===== src/rtl/pipeline_hazard_ctrl_if.sv =====
// Signal bundle between the hazard sequencer and the pipeline it controls.
// master = pipeline side (drives hazard sources), slave = sequencer side.
interface pipeline_hazard_ctrl_if #(
  parameter int unsigned CNT_W = 32
);
  logic [4:0]       id_rf_ra0;
  logic [4:0]       id_rf_ra1;
  logic             id_re0;
  logic             id_re1;
  logic [4:0]       ex_rf_wa;
  logic             ex_is_load;
  logic             ex_br_taken;
  logic             mem_dmem_req;
  logic             dmem_ready;
  logic             dbg_halt;
  logic             dbg_step;
  logic             dbg_resume;
  logic             stall_pc;
  logic             stall_if_id;
  logic             stall_id_ex;
  logic             stall_ex_mem;
  logic             stall_mem_wb;
  logic             flush_if_id;
  logic             flush_id_ex;
  logic             flush_ex_mem;
  logic             halted;
  logic             dmem_err;
  logic [CNT_W-1:0] perf_cycles;
  logic [CNT_W-1:0] perf_stalls;
  logic [CNT_W-1:0] perf_flushes;

  modport master (
    output id_rf_ra0, id_rf_ra1, id_re0, id_re1, ex_rf_wa, ex_is_load, ex_br_taken,
           mem_dmem_req, dmem_ready, dbg_halt, dbg_step, dbg_resume,
    input  stall_pc, stall_if_id, stall_id_ex, stall_ex_mem, stall_mem_wb,
           flush_if_id, flush_id_ex, flush_ex_mem, halted, dmem_err,
           perf_cycles, perf_stalls, perf_flushes
  );

  modport slave (
    input  id_rf_ra0, id_rf_ra1, id_re0, id_re1, ex_rf_wa, ex_is_load, ex_br_taken,
           mem_dmem_req, dmem_ready, dbg_halt, dbg_step, dbg_resume,
    output stall_pc, stall_if_id, stall_id_ex, stall_ex_mem, stall_mem_wb,
           flush_if_id, flush_id_ex, flush_ex_mem, halted, dmem_err,
           perf_cycles, perf_stalls, perf_flushes
  );
endinterface


===== src/rtl/pipeline_hazard_ctrl.sv =====
// Stall/flush sequencer for the 5-stage pipeline: load-use, redirects, dmem waits, debug halt.
// Performance counters are built only when PIPE_HAZARD_CTRL_PERF_EN is defined.
module pipeline_hazard_ctrl #(
  parameter int unsigned MEM_TIMEOUT = 255,
  parameter int unsigned CNT_W       = 32
) (
  input logic                  clk,
  input logic                  rst,
  pipeline_hazard_ctrl_if.slave bus
);

  typedef enum logic [1:0] {StRun, StMemWait, StHalt, StStep} state_e;

  localparam logic [15:0] Timeout = 16'(MEM_TIMEOUT);

  state_e      state_q, state_d;
  logic        halt_pend_q, halt_pend_d;
  logic [15:0] wait_cnt_q, wait_cnt_d;
  logic        dmem_err_q, err_set;

  logic stall_pc, stall_if_id, stall_id_ex, stall_ex_mem, stall_mem_wb;
  logic flush_if_id, flush_id_ex, flush_ex_mem, halted;
  logic load_use, mem_block;

  assign load_use = bus.ex_is_load && (bus.ex_rf_wa != 5'd0) &&
                    ((bus.id_re0 && (bus.id_rf_ra0 == bus.ex_rf_wa)) ||
                     (bus.id_re1 && (bus.id_rf_ra1 == bus.ex_rf_wa)));
  assign mem_block = bus.mem_dmem_req && !bus.dmem_ready;

  always_comb begin
    state_d      = state_q;
    halt_pend_d  = halt_pend_q;
    wait_cnt_d   = wait_cnt_q;
    err_set      = 1'b0;
    stall_pc     = 1'b0;
    stall_if_id  = 1'b0;
    stall_id_ex  = 1'b0;
    stall_ex_mem = 1'b0;
    stall_mem_wb = 1'b0;
    flush_if_id  = 1'b0;
    flush_id_ex  = 1'b0;
    flush_ex_mem = 1'b0;
    halted       = 1'b0;

    unique case (state_q)
      StRun, StStep: begin
        if (mem_block) begin
          {stall_pc, stall_if_id, stall_id_ex, stall_ex_mem, stall_mem_wb} = 5'b11111;
          state_d     = StMemWait;
          wait_cnt_d  = 16'd1;
          // A step that stalls on dmem must still land in HALT once the access completes.
          halt_pend_d = (state_q == StStep) || bus.dbg_halt;
        end else begin
          if (bus.ex_br_taken) begin
            flush_if_id = 1'b1;
            flush_id_ex = 1'b1;
          end else if (load_use) begin
            stall_pc    = 1'b1;
            stall_if_id = 1'b1;
            flush_id_ex = 1'b1;
          end
          state_d = ((state_q == StStep) || bus.dbg_halt) ? StHalt : StRun;
        end
      end
      StMemWait: begin
        if (bus.dmem_ready) begin
          if (bus.ex_br_taken) begin
            flush_if_id = 1'b1;
            flush_id_ex = 1'b1;
          end else if (load_use) begin
            stall_pc    = 1'b1;
            stall_if_id = 1'b1;
            flush_id_ex = 1'b1;
          end
          state_d     = (halt_pend_q || bus.dbg_halt) ? StHalt : StRun;
          halt_pend_d = 1'b0;
        end else if (wait_cnt_q == Timeout) begin
          {stall_pc, stall_if_id, stall_id_ex, stall_ex_mem, stall_mem_wb} = 5'b11111;
          flush_ex_mem = 1'b1;
          err_set      = 1'b1;
          state_d      = StHalt;
          halt_pend_d  = 1'b0;
        end else begin
          {stall_pc, stall_if_id, stall_id_ex, stall_ex_mem, stall_mem_wb} = 5'b11111;
          wait_cnt_d  = wait_cnt_q + 16'd1;
          halt_pend_d = halt_pend_q || bus.dbg_halt;
        end
      end
      StHalt: begin
        {stall_pc, stall_if_id, stall_id_ex, stall_ex_mem, stall_mem_wb} = 5'b11111;
        halted = 1'b1;
        if (bus.dbg_resume) begin
          state_d = StRun;
        end else if (bus.dbg_step) begin
          state_d = StStep;
        end
      end
      default: state_d = StRun;
    endcase

    // Reset forces bubbles everywhere so the pipeline drains to NOPs.
    if (rst) begin
      {stall_pc, stall_if_id, stall_id_ex, stall_ex_mem, stall_mem_wb} = 5'b00000;
      {flush_if_id, flush_id_ex, flush_ex_mem} = 3'b111;
      halted = 1'b0;
    end
  end

  always_ff @(posedge clk) begin
    if (rst) begin
      state_q     <= StRun;
      halt_pend_q <= 1'b0;
      wait_cnt_q  <= 16'd0;
      dmem_err_q  <= 1'b0;
    end else begin
      state_q     <= state_d;
      halt_pend_q <= halt_pend_d;
      wait_cnt_q  <= wait_cnt_d;
      if (err_set) dmem_err_q <= 1'b1;
    end
  end

`ifdef PIPE_HAZARD_CTRL_PERF_EN
  logic [CNT_W-1:0] perf_cycles_q, perf_stalls_q, perf_flushes_q;

  always_ff @(posedge clk) begin
    if (rst) begin
      perf_cycles_q  <= '0;
      perf_stalls_q  <= '0;
      perf_flushes_q <= '0;
    end else begin
      perf_cycles_q <= perf_cycles_q + 1'b1;
      if (stall_pc) perf_stalls_q <= perf_stalls_q + 1'b1;
      if (flush_if_id || flush_id_ex || flush_ex_mem) perf_flushes_q <= perf_flushes_q + 1'b1;
    end
  end

  assign bus.perf_cycles  = perf_cycles_q;
  assign bus.perf_stalls  = perf_stalls_q;
  assign bus.perf_flushes = perf_flushes_q;
`else
  assign bus.perf_cycles  = '0;
  assign bus.perf_stalls  = '0;
  assign bus.perf_flushes = '0;
`endif

  assign bus.stall_pc     = stall_pc;
  assign bus.stall_if_id  = stall_if_id;
  assign bus.stall_id_ex  = stall_id_ex;
  assign bus.stall_ex_mem = stall_ex_mem;
  assign bus.stall_mem_wb = stall_mem_wb;
  assign bus.flush_if_id  = flush_if_id;
  assign bus.flush_id_ex  = flush_id_ex;
  assign bus.flush_ex_mem = flush_ex_mem;
  assign bus.halted       = halted;
  assign bus.dmem_err     = dmem_err_q;

endmodule


===== src/flat_wrapper.sv =====
// flat-port wrapper written by rule: the top's interface ports become plain ports
module pipeline_hazard_ctrl_flat 
#(
  parameter int unsigned MEM_TIMEOUT = 255,
  parameter int unsigned CNT_W       = 32
)
  (clk, rst, bus_id_rf_ra0, bus_id_rf_ra1, bus_id_re0, bus_id_re1, bus_ex_rf_wa, bus_ex_is_load, bus_ex_br_taken, bus_mem_dmem_req, bus_dmem_ready, bus_dbg_halt, bus_dbg_step, bus_dbg_resume, bus_stall_pc, bus_stall_if_id, bus_stall_id_ex, bus_stall_ex_mem, bus_stall_mem_wb, bus_flush_if_id, bus_flush_id_ex, bus_flush_ex_mem, bus_halted, bus_dmem_err, bus_perf_cycles, bus_perf_stalls, bus_perf_flushes);
  pipeline_hazard_ctrl_if #(.CNT_W(CNT_W)) bus_i ();
  input logic clk;
  input logic rst;
  input wire logic [$bits(bus_i.id_rf_ra0)-1:0] bus_id_rf_ra0;
  input wire logic [$bits(bus_i.id_rf_ra1)-1:0] bus_id_rf_ra1;
  input wire logic [$bits(bus_i.id_re0)-1:0] bus_id_re0;
  input wire logic [$bits(bus_i.id_re1)-1:0] bus_id_re1;
  input wire logic [$bits(bus_i.ex_rf_wa)-1:0] bus_ex_rf_wa;
  input wire logic [$bits(bus_i.ex_is_load)-1:0] bus_ex_is_load;
  input wire logic [$bits(bus_i.ex_br_taken)-1:0] bus_ex_br_taken;
  input wire logic [$bits(bus_i.mem_dmem_req)-1:0] bus_mem_dmem_req;
  input wire logic [$bits(bus_i.dmem_ready)-1:0] bus_dmem_ready;
  input wire logic [$bits(bus_i.dbg_halt)-1:0] bus_dbg_halt;
  input wire logic [$bits(bus_i.dbg_step)-1:0] bus_dbg_step;
  input wire logic [$bits(bus_i.dbg_resume)-1:0] bus_dbg_resume;
  output wire logic [$bits(bus_i.stall_pc)-1:0] bus_stall_pc;
  output wire logic [$bits(bus_i.stall_if_id)-1:0] bus_stall_if_id;
  output wire logic [$bits(bus_i.stall_id_ex)-1:0] bus_stall_id_ex;
  output wire logic [$bits(bus_i.stall_ex_mem)-1:0] bus_stall_ex_mem;
  output wire logic [$bits(bus_i.stall_mem_wb)-1:0] bus_stall_mem_wb;
  output wire logic [$bits(bus_i.flush_if_id)-1:0] bus_flush_if_id;
  output wire logic [$bits(bus_i.flush_id_ex)-1:0] bus_flush_id_ex;
  output wire logic [$bits(bus_i.flush_ex_mem)-1:0] bus_flush_ex_mem;
  output wire logic [$bits(bus_i.halted)-1:0] bus_halted;
  output wire logic [$bits(bus_i.dmem_err)-1:0] bus_dmem_err;
  output wire logic [$bits(bus_i.perf_cycles)-1:0] bus_perf_cycles;
  output wire logic [$bits(bus_i.perf_stalls)-1:0] bus_perf_stalls;
  output wire logic [$bits(bus_i.perf_flushes)-1:0] bus_perf_flushes;
  assign bus_i.id_rf_ra0 = bus_id_rf_ra0;
  assign bus_i.id_rf_ra1 = bus_id_rf_ra1;
  assign bus_i.id_re0 = bus_id_re0;
  assign bus_i.id_re1 = bus_id_re1;
  assign bus_i.ex_rf_wa = bus_ex_rf_wa;
  assign bus_i.ex_is_load = bus_ex_is_load;
  assign bus_i.ex_br_taken = bus_ex_br_taken;
  assign bus_i.mem_dmem_req = bus_mem_dmem_req;
  assign bus_i.dmem_ready = bus_dmem_ready;
  assign bus_i.dbg_halt = bus_dbg_halt;
  assign bus_i.dbg_step = bus_dbg_step;
  assign bus_i.dbg_resume = bus_dbg_resume;
  assign bus_stall_pc = bus_i.stall_pc;
  assign bus_stall_if_id = bus_i.stall_if_id;
  assign bus_stall_id_ex = bus_i.stall_id_ex;
  assign bus_stall_ex_mem = bus_i.stall_ex_mem;
  assign bus_stall_mem_wb = bus_i.stall_mem_wb;
  assign bus_flush_if_id = bus_i.flush_if_id;
  assign bus_flush_id_ex = bus_i.flush_id_ex;
  assign bus_flush_ex_mem = bus_i.flush_ex_mem;
  assign bus_halted = bus_i.halted;
  assign bus_dmem_err = bus_i.dmem_err;
  assign bus_perf_cycles = bus_i.perf_cycles;
  assign bus_perf_stalls = bus_i.perf_stalls;
  assign bus_perf_flushes = bus_i.perf_flushes;
  pipeline_hazard_ctrl #(.MEM_TIMEOUT(MEM_TIMEOUT), .CNT_W(CNT_W)) u_core (.clk(clk), .rst(rst), .bus(bus_i));
endmodule

===== config.mk =====
export PLATFORM = sky130hd
export DESIGN_NAME = pipeline_hazard_ctrl_flat
export DESIGN_NICKNAME = d
export VERILOG_FILES = /design/src/rtl/pipeline_hazard_ctrl_if.sv /design/src/rtl/pipeline_hazard_ctrl.sv /design/src/flat_wrapper.sv
export SDC_FILE = /design/constraint.sdc
export NUM_CORES = 1
export LEC_CHECK = 0
export ABC_AREA = 0
export CAP_MARGIN = 10
export CORE_ASPECT_RATIO = 0.5
export CORE_MARGIN = 2
export CORE_UTILIZATION = 41
export CTS_CLUSTER_SIZE = 28
export DETAILED_ROUTE_END_ITERATION = 7
export PLACE_DENSITY = 0.89
export SYNTH_ARGS = -nofsm -noshare
export SYNTH_HDL_FRONTEND = slang
export SYNTH_SLANG_ARGS = --single-unit

===== constraint.sdc =====
create_clock -name clk -period 4.7 [get_ports clk]
set_input_delay 0.705 -clock clk [delete_from_list [all_inputs] [get_ports clk]]
set_output_delay 0.705 -clock clk [all_outputs]
set_load 0.02 [all_outputs]

; Word level (Yosys, flattened, before mapping)
; Cells that the tools add are included.
[word_totals]
register_bits = 20
out_inout_bits = 106
elab_cells = 74
[op_classes]
add_sub_neg = 1
eq_ne = 11
n_mux = 42
reduce_logical = 16
[op_table]
columns = cell, count
row1 = $mux W16, 3
row2 = $pmux W16 S2, 1
row3 = $mux W1, 25
row4 = $add A16 B1 Y16 const B, 1
row5 = $eq A16 B8 Y1 const B, 1
row6 = $mux W2, 7
row7 = $eq A5 B5 Y1, 2
row8 = $pmux W1 S2, 3
row9 = $pmux W1 S3, 2
row10 = $pmux W2 S3, 1
row11 = $logic_and A1 B1 Y1, 5
row12 = $reduce_bool A5 Y1, 1
row13 = $eq A2 B2 Y1 const B, 2
row14 = $ne A2 B2 Y1 const B, 2
row15 = $reduce_and A2 Y1, 2
row16 = $reduce_and A4 Y1, 1
row17 = $logic_or A1 B1 Y1, 3
row18 = $ne A3 B2 Y1 const B, 1
row19 = $ne A3 B3 Y1 const B, 1
row20 = $eq A2 B1 Y1 const B, 1
row21 = $logic_not A2 Y1, 1
row22 = $ne A2 B1 Y1 const B, 1
row23 = $reduce_bool A2 Y1, 1
row24 = $reduce_or A2 Y1, 1
row25 = $logic_not A1 Y1, 1

; Depth between registers and ports, before layout
; Gate-level depths: netlist (run 1).
[depth]
word_depth = 9
mapped_depth = 9

; Least setup slack after synthesis (run 1)
; Ideal clock, no wire load.
[synth_timing]
kind = input to output
startpoint = input port bus_dmem_ready
endpoint = output port bus_stall_pc
t_arrival_ns = 1.921
setup_slack_ns = 2.074
cell_stages = 6
cell_sequence = clkbuf_1 nor2b_1 nand2b_1 o311a_1 a21o_1 buf_4
[synth_via]
elab_chain_len = 5
elab_cells_between_ends = 6
cone_classes = 4 x mux / 2 x reduce/logical
[synth_rtl]
columns = element, line_no
row1 = "start, declared", flat_wrapper.sv:19  ; input wire logic [$bits(bus_i.dmem_ready)-1:0] bus_dmem_ready;
row2 = $logic_not A1 Y1, pipeline_hazard_ctrl.sv:28  ; assign mem_block = bus.mem_dmem_req && !bus.dmem_ready;
row3 = $logic_and A1 B1 Y1, pipeline_hazard_ctrl.sv:28
row4 = $mux W1, -
row5 = $pmux W1 S3 *, -
row6 = $mux W1 *, -
row7 = "end, declared", flat_wrapper.sv:23  ; output wire logic [$bits(bus_i.stall_pc)-1:0] bus_stall_pc;
; Every way passes the cells marked *; elsewhere a longest branch is shown, timed or not.

; Final worst setup path (run 1)
[layout_timing]
startpoint = input port bus_ex_rf_wa[0]
endpoint = output port bus_flush_id_ex
[layout_via]
elab_chain_len = 9
elab_cells_between_ends = 14
cone_classes = 2 x eq/ne / 6 x mux / 6 x reduce/logical
[layout_rtl]
columns = element, line_no
row1 = "start, declared", flat_wrapper.sv:15  ; input wire logic [$bits(bus_i.ex_rf_wa)-1:0] bus_ex_rf_wa;
row2 = $eq A5 B5 Y1 (on tied branches), "pipeline_hazard_ctrl.sv:26, pipeline_hazard_ctrl.sv:27"
row3 = $logic_and A1 B1 Y1 (on tied branches), "pipeline_hazard_ctrl.sv:26, pipeline_hazard_ctrl.sv:27"
row4 = $logic_or A1 B1 Y1, pipeline_hazard_ctrl.sv:26  ; ((bus.id_re0 && (bus.id_rf_ra0 == bus.ex_rf_wa)) ||
row5 = $logic_and A1 B1 Y1 *, pipeline_hazard_ctrl.sv:25  ; assign load_use = bus.ex_is_load && (bus.ex_rf_wa != 5'd0) &&
row6 = $mux W1 *, "pipeline_hazard_ctrl.sv:57, pipeline_hazard_ctrl.sv:70"
row7 = $mux W1 *, pipeline_hazard_ctrl.sv:67  ; if (bus.ex_br_taken) begin
row8 = $mux W1 (on tied branches), "pipeline_hazard_ctrl.sv:66, pipeline_hazard_ctrl.sv:47"
row9 = $pmux W1 S2 *, pipeline_hazard_ctrl.sv:45  ; unique case (state_q)
row10 = $mux W1 *, pipeline_hazard_ctrl.sv:102  ; if (rst) begin
row11 = "end, declared", flat_wrapper.sv:29  ; output wire logic [$bits(bus_i.flush_id_ex)-1:0] bus_flush_id_ex;
; Marked as above.

==> flow_metrics.env, run 1 <==
export IMPL_port_buffer_count=35
export IMPL_final_util_pct=45.0
export IMPL_gr_total_overflow=0
export IMPL_grt_max_degree=21
export IMPL_rows=18
export IMPL_ys_dominant_reg_cell="dfxtp_1"
export IMPL_dp_cells=368
export IMPL_final_common_cell="conb_1"
export IMPL_start_kind="input pin"
export IMPL_cp_arrival_ns=2.84
export IMPL_hold_violations=0
export IMPL_cts_hold_fix_buffers=0
export IMPL_leakage_nw=0.900
export IMPL_start_util_pct=43.2
export IMPL_finalSetupViolCount=0
export IMPL_syn_area_mm2=0.00215
export IMPL_drt_iter0_drc=164
export IMPL_cts_resized=0
export IMPL_antenna_found_initial=0
export IMPL_synth_edff_count=0
export IMPL_nFillCells=494
export IMPL_grt_use_total_pct=12.3
export IMPL_required_ns=3.99
export IMPL_finClkSkew_ns=0.00671
export IMPL_relSlewSlack_pct=60.7
export IMPL_die_y_um=55.2
export IMPL_avgSynthCellArea_um2=7.79
export IMPL_hpwl_um=3060
export IMPL_postSynthCellCount=276
export IMPL_fmax_mhz=282
export IMPL_diodes=0
export IMPL_tns_ns=0
export IMPL_coreArea_mm2=0.00498
export IMPL_worstMarginPinSlew_ns=0.590
export IMPL_cts_inserted_buffers=3
export IMPL_clock_latency_ns=0.27
export IMPL_final_cell_mix="conb_1 (96), clkdlybuf4s50_1 (35), dfxtp_1 (20)"
export IMPL_routed_wl_um=3890
export IMPL_crit_type="in2out"
export IMPL_hp_class="reg2reg"
export IMPL_nNetsFinal=334
export IMPL_ys_seq_elements=20
export IMPL_clk_path_buf_depth=2
export IMPL_die_w_um=106
export IMPL_yosys_warnings=0
export IMPL_async_reset_ff_share_pct=0
export IMPL_min_period_ns=3.54
export IMPL_drive_gt1_share_pct=1.99
export IMPL_drtAntennaViolNets=0
export IMPL_drc_errors=0
export IMPL_cts_root_buf="clkbuf_8"
export IMPL_fin_cells=372
export IMPL_dr_pass1_iters=4
export IMPL_vias_per_cell=4.65
export IMPL_cts_setup_buffers=0
export IMPL_vias=1728
export IMPL_ir_worst_vdd_mv=0.157
export IMPL_synth_cell_type_count=44
export IMPL_rsz0062_at_grt="false"
export IMPL_pin_count=132
export IMPL_avgRoutedWirePerCell_um=10.5
export IMPL_finalPower_w=0.000693
export IMPL_grt_pass1_vias=1375
export IMPL_htree_levels=1
export IMPL_globalplace_congestion=0.831
export IMPL_cp_end_kind="output pin"
export IMPL_path_clk_slew_ns=0.07
export IMPL_grt_first_pass_wirelength_um=6040
export IMPL_run_status="complete, no violations"
export IMPL_worst_path_max_fanout=3
export IMPL_dieArea_mm2=0.00587
export IMPL_cts_tree="yes"
export IMPL_clkSinkCount=20
export IMPL_areaGrowthSynthToFinish_pct=4.19
export IMPL_maxSlewViolCount=0
export IMPL_holdWs_ns=0.470
export IMPL_fin_crit_sh_pct=75.4
export IMPL_p_per_area_mw_per_mm2=310
export IMPL_ys_seq_area_share_pct=18.6
export IMPL_cap_violations=0
## flip-flops by register name, summed over array words and instances, names as in the netlist
| name | cells |
|---|---|
| u_core.bus.dmem_err | 1 |
| u_core.halt_pend_q | 1 |
| u_core.state_q | 2 |
| u_core.wait_cnt_q | 16 |
## final cells by class
class,instances,area (um^2),area share (%)
Tap cell,70,87.6,3.91
Sequential cell,20,400,17.9
Timing Repair Buffer,36,358,16.0
Inverter,6,22.5,1.01
Clock inverter,1,30.0,1.34
Multi-Input combinational cell,236,1300,58.0
Clock buffer,3,41.3,1.84
## worst paths after layout
path	slack, ns	end	cells after the start	start
worst min-delay path	0.47	u_core.bus.dmem_err	1	u_core.bus.dmem_err
worst max-delay path	1.16	bus_flush_id_ex	6	bus_ex_rf_wa[0]
worst min register to register	0.47	u_core.bus.dmem_err	1	u_core.bus.dmem_err
worst max register to register	2.19	u_core.wait_cnt_q[15]	6	u_core.state_q[0]
## power by group
part | switching, W | internal, W | total (W)
Clock | 0.0000622 | 0.000114 | 0.000176
Sequential | 0.00000994 | 0.000179 | 0.000189
Combinational | 0.000209 | 0.000119 | 0.000328
Total | 0.000282 | 0.000412 | 0.000693
## synth_stat cells, drive strengths merged, types with 3 or more instances
cell type,number,area [um^2]
nor2,7,26.3
nor4,4,25.0
nor3,3,15.0
and4,4,35.0
or3,3,18.8
or4,11,82.6
clkbuf,8,30.0
nand4,8,50.1
a21oi,16,80.1
o31ai,10,75.1
o21ai,9,45.0
nand3,4,20.0
nand2,12,45.0
ha,5,62.6
dfxtp,20,400
nor2b,3,18.8
buf,101,753
inv,6,22.5
mux2i,4,40.0
xnor2,10,87.6
## through the flow
step / setup slack, ns / cell area [um^2]
final: 1.16 / 2240
after global routing: 1.10 / 2240
after CTS: 1.14 / 2240
after detailed placement: 1.14 / 2170
after global placement: 1.17 / 2170
after floorplan: 2.07 / 2510
## worst max-delay path, cell delays in order
cell and delay, ns:
clkdlybuf4s50_1 0.46, or4_1 0.55, o21ai_1 0.18, a211oi_1 0.07
a221o_1 0.32, clkdlybuf4s50_1 0.54
## layer usage
| metal | part of all wire [%] | GRT usage [%] | vias up |
|---|---|---|---|
| met1 | 39 | 14.6 | 785 |
| met2 | 51 | 22.6 | 104 |
| met4 | 0.85 | 3.38 | 0 |
| met5 | 0 | 0 | - |
| met3 | 8.9 | 2.60 | 4 |
| li1 | - | - | 835 |
## cell families (layout without fill, tap and decap cells)
logic type	after synthesis	after routing	synth area share, %
buffers and inverters	115	46	37.5
AND/OR/NAND/NOR	71	71	19.9
AO/OA/AOI/OAI	50	50	15.0
flip-flops	20	20	18.6
XOR/XNOR	10	10	4.07
adder cells (fa/ha/maj)	5	5	2.91
multiplexers	4	4	1.86
other	1	96	0.174
(Power assumes the default switching activity.)
==> inputs of run 2 (changes only) <==
Settings changed: CORE_UTILIZATION 41 to 38, PLACE_DENSITY 0.89 to 0.83.
Clock period 4.7 ns to 3.5 ns, I/O delays scaled along.
==> flow_metrics.env, run 2 (synthesized netlist as in run 1, its figures left out) <==
export IMPL_run_status="complete, no violations"
export IMPL_worst_path_max_fanout=3
export IMPL_maxSlewViolCount=0
export IMPL_drc_errors=0
export IMPL_fin_area_mm2=0.00229
export IMPL_leakage_nw=0.925
export IMPL_required_ns=2.97
export IMPL_path_clk_slew_ns=0.06
export IMPL_largest_reg_flops=16
export IMPL_worstMarginPinSlew_ns=0.580
export IMPL_start_kind="input pin"
export IMPL_relSlewSlack_pct=61.3
export IMPL_die_y_um=57.2
export IMPL_dp_cells=373
export IMPL_drt_iter0_drc=185
export IMPL_final_common_cell="conb_1"
export IMPL_dieArea_mm2=0.00631
export IMPL_clkSinkCount=20
export IMPL_antenna_found_initial=0
export IMPL_routed_wl_um=3810
export IMPL_gr_total_overflow=0
export IMPL_vias=1705
export IMPL_vias_per_cell=4.52
export IMPL_cts_tree="yes"
export IMPL_globalplace_congestion=0.815
export IMPL_clk_path_buf_depth=2
export IMPL_cap_violations=0
export IMPL_cp_end_kind="output pin"
export IMPL_fmax_mhz=315
export IMPL_pin_count=132
export IMPL_min_period_ns=3.17
export IMPL_areaGrowthSynthToFinish_pct=6.64
export IMPL_grt_max_degree=21
export IMPL_final_cell_mix="conb_1 (96), clkdlybuf4s50_1 (35), dfxtp_1 (20)"
export IMPL_fin_crit_sh_pct=90.7
export IMPL_finalSetupViolCount=0
export IMPL_avgRoutedWirePerCell_um=10.1
export IMPL_nFillCells=555
export IMPL_crit_type="in2out"
export IMPL_fin_cells=377
export IMPL_reg_top3="u_core.wait_cnt_q x16, u_core.state_q x2"
export IMPL_cts_setup_buffers=0
export IMPL_placed_area_mm2=0.00219
export IMPL_port_buffer_count=35
export IMPL_final_util_pct=41.9
export IMPL_clock_latency_ns=0.26
export IMPL_die_w_um=110
export IMPL_grt_pass1_vias=1407
export IMPL_ir_worst_vdd_mv=0.265
export IMPL_diodes=0
export IMPL_pre_cts_ws_ns=0.324
export IMPL_cts_resized=0
export IMPL_tns_ns=0
export IMPL_dr_pass1_iters=4
export IMPL_drtAntennaViolNets=0
export IMPL_cts_root_buf="clkbuf_16"
export IMPL_drive_gt1_share_pct=2.63
export IMPL_cts_inserted_buffers=3
export IMPL_cts_hold_fix_buffers=0
export IMPL_hold_violations=0
export IMPL_hp_class="reg2reg"
export IMPL_regMostFlops="u_core.wait_cnt_q"
export IMPL_coreArea_mm2=0.00547
export IMPL_grt_first_pass_wirelength_um=6370
export IMPL_p_per_area_mw_per_mm2=443
export IMPL_cp_arrival_ns=2.65
export IMPL_htree_levels=1
export IMPL_grt_use_total_pct=12.4
export IMPL_hpwl_um=2930
export IMPL_finClkSkew_ns=0.00705
export IMPL_start_util_pct=39.3
export IMPL_rsz0062_at_grt="false"
export IMPL_rows=19
export IMPL_fin_ws_ns=0.325
export IMPL_nNetsFinal=336
run 2: critical path, cell delays in order:
cell and delay, ns:
clkdlybuf4s50_1 0.46, or4_1 0.54, o21ai_1 0.18, a211oi_1 0.07, a221o_1 0.33, clkdlybuf4s50_1 0.54
run 2: cell type report:
cell class | instances | area [um^2] | area share [%]
clock buffer | 3 | 75.1 | 3.28
clock inverter | 1 | 30.0 | 1.31
sequential | 20 | 400 | 17.5
multi-input combinational | 236 | 1300 | 56.7
tap | 73 | 91.3 | 3.98
inverter | 6 | 22.5 | 0.983
timing repair buffer | 38 | 373 | 16.3
run 2: per-layer routing:
layer | GRT usage (%) | up-vias | share of wire [%]
met5 | 0 | - | 0
met4 | 4.11 | 0 | 1.1
met3 | 2.97 | 6 | 10
met2 | 20.9 | 105 | 46
met1 | 15.8 | 754 | 42
li1 | - | 840 | -
run 2: where the power goes:
part / switching (W) / total, W / internal (W)
combinational: 0.000281 / 0.000443 / 0.000162
clock: 0.0000891 / 0.000316 / 0.000227
sequential: 0.0000146 / 0.000256 / 0.000241
run 2: path summary, 6_finish.rpt:
| path | from | to | slack, ns | depth (start not counted) |
|---|---|---|---|---|
| setup / recovery | bus_ex_rf_wa[0] | bus_flush_id_ex | 0.33 | 6 |
| hold / removal | u_core.bus.dmem_err | u_core.bus.dmem_err | 0.47 | 1 |
| setup reg to reg | u_core.state_q[0] | u_core.wait_cnt_q[11] | 0.96 | 6 |
| hold reg to reg | u_core.bus.dmem_err | u_core.bus.dmem_err | 0.47 | 1 |
run 2: metrics by stage:
step,total power (W),hold slack (ns)
6_report,0.00101,0.471
3_5_place_dp,0.000698,0.461
5_1_grt,0.00108,0.515
3_3_place_gp,0.000698,0.452
2_1_floorplan,0.000668,0.452
4_1_cts,0.00102,0.476
==> inputs of run 3 (changes only) <==
Settings changed: SETUP_SLACK_MARGIN set to 0.3.
Clock period 3.5 ns to 3.6 ns, I/O delays scaled along.
==> flow_metrics.env, run 3 (synthesized netlist as in run 1, its figures left out) <==
export IMPL_finClkSkew_ns=0.00610
export IMPL_cap_violations=0
export IMPL_cts_inserted_buffers=3
export IMPL_die_w_um=110
export IMPL_cp_end_kind="output pin"
export IMPL_cts_tree="yes"
export IMPL_path_clk_slew_ns=0.06
export IMPL_finalSetupViolCount=0
export IMPL_cp_cell_sequence="clkdlybuf4s50_1 > nor2b_1 > nand2b_1 > o311a_1 > a21o_1 > clkdlybuf4s50_1"
export IMPL_hold_violations=0
export IMPL_run_status="complete, no violations"
export IMPL_cp_depth=6
export IMPL_cts_root_buf="clkbuf_16"
export IMPL_p_per_area_mw_per_mm2=431
export IMPL_avgRoutedWirePerCell_um=10.3
export IMPL_cts_hold_fix_buffers=0
export IMPL_finalPower_w=0.000990
export IMPL_fin_ws_ns=0.470
export IMPL_clkSinkCount=20
export IMPL_holdWs_ns=0.475
export IMPL_coreArea_mm2=0.00547
export IMPL_min_period_ns=3.13
export IMPL_final_cell_mix="conb_1 (96), clkdlybuf4s50_1 (34), dfxtp_1 (20)"
export IMPL_reg_top3="u_core.wait_cnt_q x16, u_core.state_q x2"
export IMPL_rsz0062_at_grt="false"
export IMPL_largest_reg_flops=16
export IMPL_antenna_found_initial=0
export IMPL_regToRegSetupSlack_ns=1.00
export IMPL_rows=19
export IMPL_grt_pass1_vias=1420
export IMPL_start_kind="input pin"
export IMPL_cpMaxStageDelayCell="clkdlybuf4s50_1"
export IMPL_fin_area_mm2=0.00229
export IMPL_fin_crit_sh_pct=86.9
export IMPL_globalplace_congestion=0.830
export IMPL_crit_buf_inv=2
export IMPL_worst_path_max_fanout=11
export IMPL_routed_wl_um=3870
export IMPL_leakage_nw=0.932
export IMPL_drtAntennaViolNets=0
export IMPL_critPathLaunch="bus_dmem_ready"
export IMPL_grt_use_total_pct=12.5
export IMPL_grt_first_pass_wirelength_um=6390
export IMPL_regMostFlops="u_core.wait_cnt_q"
export IMPL_hp_class="reg2reg"
export IMPL_grt_max_degree=21
export IMPL_htree_levels=1
export IMPL_dr_pass1_iters=4
export IMPL_drive_gt1_share_pct=2.63
export IMPL_pre_cts_ws_ns=0.407
export IMPL_maxSlewViolCount=0
export IMPL_areaGrowthSynthToFinish_pct=6.75
export IMPL_hpwl_um=2940
export IMPL_tns_ns=0
export IMPL_nNetsFinal=336
export IMPL_crit_path_end="bus_stall_if_id"
export IMPL_die_y_um=57.2
export IMPL_diodes=0
export IMPL_clk_path_buf_depth=2
export IMPL_drc_errors=0
export IMPL_worstReg2RegEnd="u_core.wait_cnt_q[11]"
export IMPL_cts_resized=0
export IMPL_clock_latency_ns=0.26
export IMPL_cpPeakStageDelay_ns=0.60
export IMPL_cp_arrival_ns=2.59
export IMPL_rr_startpoint="u_core.state_q[0]"
export IMPL_drt_iter0_drc=132
export IMPL_placed_area_mm2=0.00219
export IMPL_cts_setup_buffers=0
export IMPL_vias=1690
export IMPL_required_ns=3.06
export IMPL_crit_type="in2out"
export IMPL_ir_worst_vdd_mv=0.248
export IMPL_port_buffer_count=35
export IMPL_relSlewSlack_pct=62.0
export IMPL_final_common_cell="conb_1"
export IMPL_cp_top_family="buffers and inverters"
export IMPL_worstMarginPinSlew_ns=0.570
export IMPL_r2r_cells=6
export IMPL_fmax_mhz=320
export IMPL_cp_common_cell="clkdlybuf4s50_1"
export IMPL_pin_count=132
export IMPL_gr_total_overflow=0
export IMPL_vias_per_cell=4.48
export IMPL_dieArea_mm2=0.00631
export IMPL_start_util_pct=39.3
-- run 3: cell types whose count changed in the layout (fill, tap and decap cells not counted), sizes merged --
cell / change
dlymetal6s2s: +1
clkdlybuf4s50: -1
-- run 3: per-stage QoR --
stage	instances	util (%)
CTS	377	41.9
finish	377	42.0
global placement	373	40.0
floorplan	371	-
global route	377	42.0
detailed placement	373	40.0
-- run 3: layout make-up --
class                           count  area (um^2)
Clock inverter                      1         30.0
Inverter                            6         22.5
Sequential cell                    20          400
Clock buffer                        3         75.1
Timing Repair Buffer               38          375
Tap cell                           73         91.3
Multi-Input combinational cell    236         1300
Fill cell                         553         3170
-- run 3: how the worst min path moves through the flow --
stage	start	end	slack, ns	depth (start not counted)
2_1_floorplan	u_core.wait_cnt_q[4]	u_core.wait_cnt_q[4]	0.45	1
3_3_place_gp	u_core.bus.dmem_err	u_core.bus.dmem_err	0.45	1
3_5_place_dp	u_core.bus.dmem_err	u_core.bus.dmem_err	0.46	1
4_1_cts	u_core.bus.dmem_err	u_core.bus.dmem_err	0.48	1
5_1_grt	u_core.bus.dmem_err	u_core.bus.dmem_err	0.51	1
6_report	u_core.bus.dmem_err	u_core.bus.dmem_err	0.47	1
-- run 3: power by group --
group          internal [W]  leakage, nW  switching, W
logic              0.000157        0.719      0.000275
clock network      0.000221       0.0511     0.0000885
registers          0.000234        0.162     0.0000142
-- run 3: per-layer routing --
metal / vias to the layer above / track usage [%] / wire length, um
met5: - / 0 / 0
met4: 0 / 3.75 / 47
met3: 4 / 3.09 / 375
met2: 103 / 21.0 / 1790
met1: 747 / 15.9 / 1660
li1: 836 / - / -
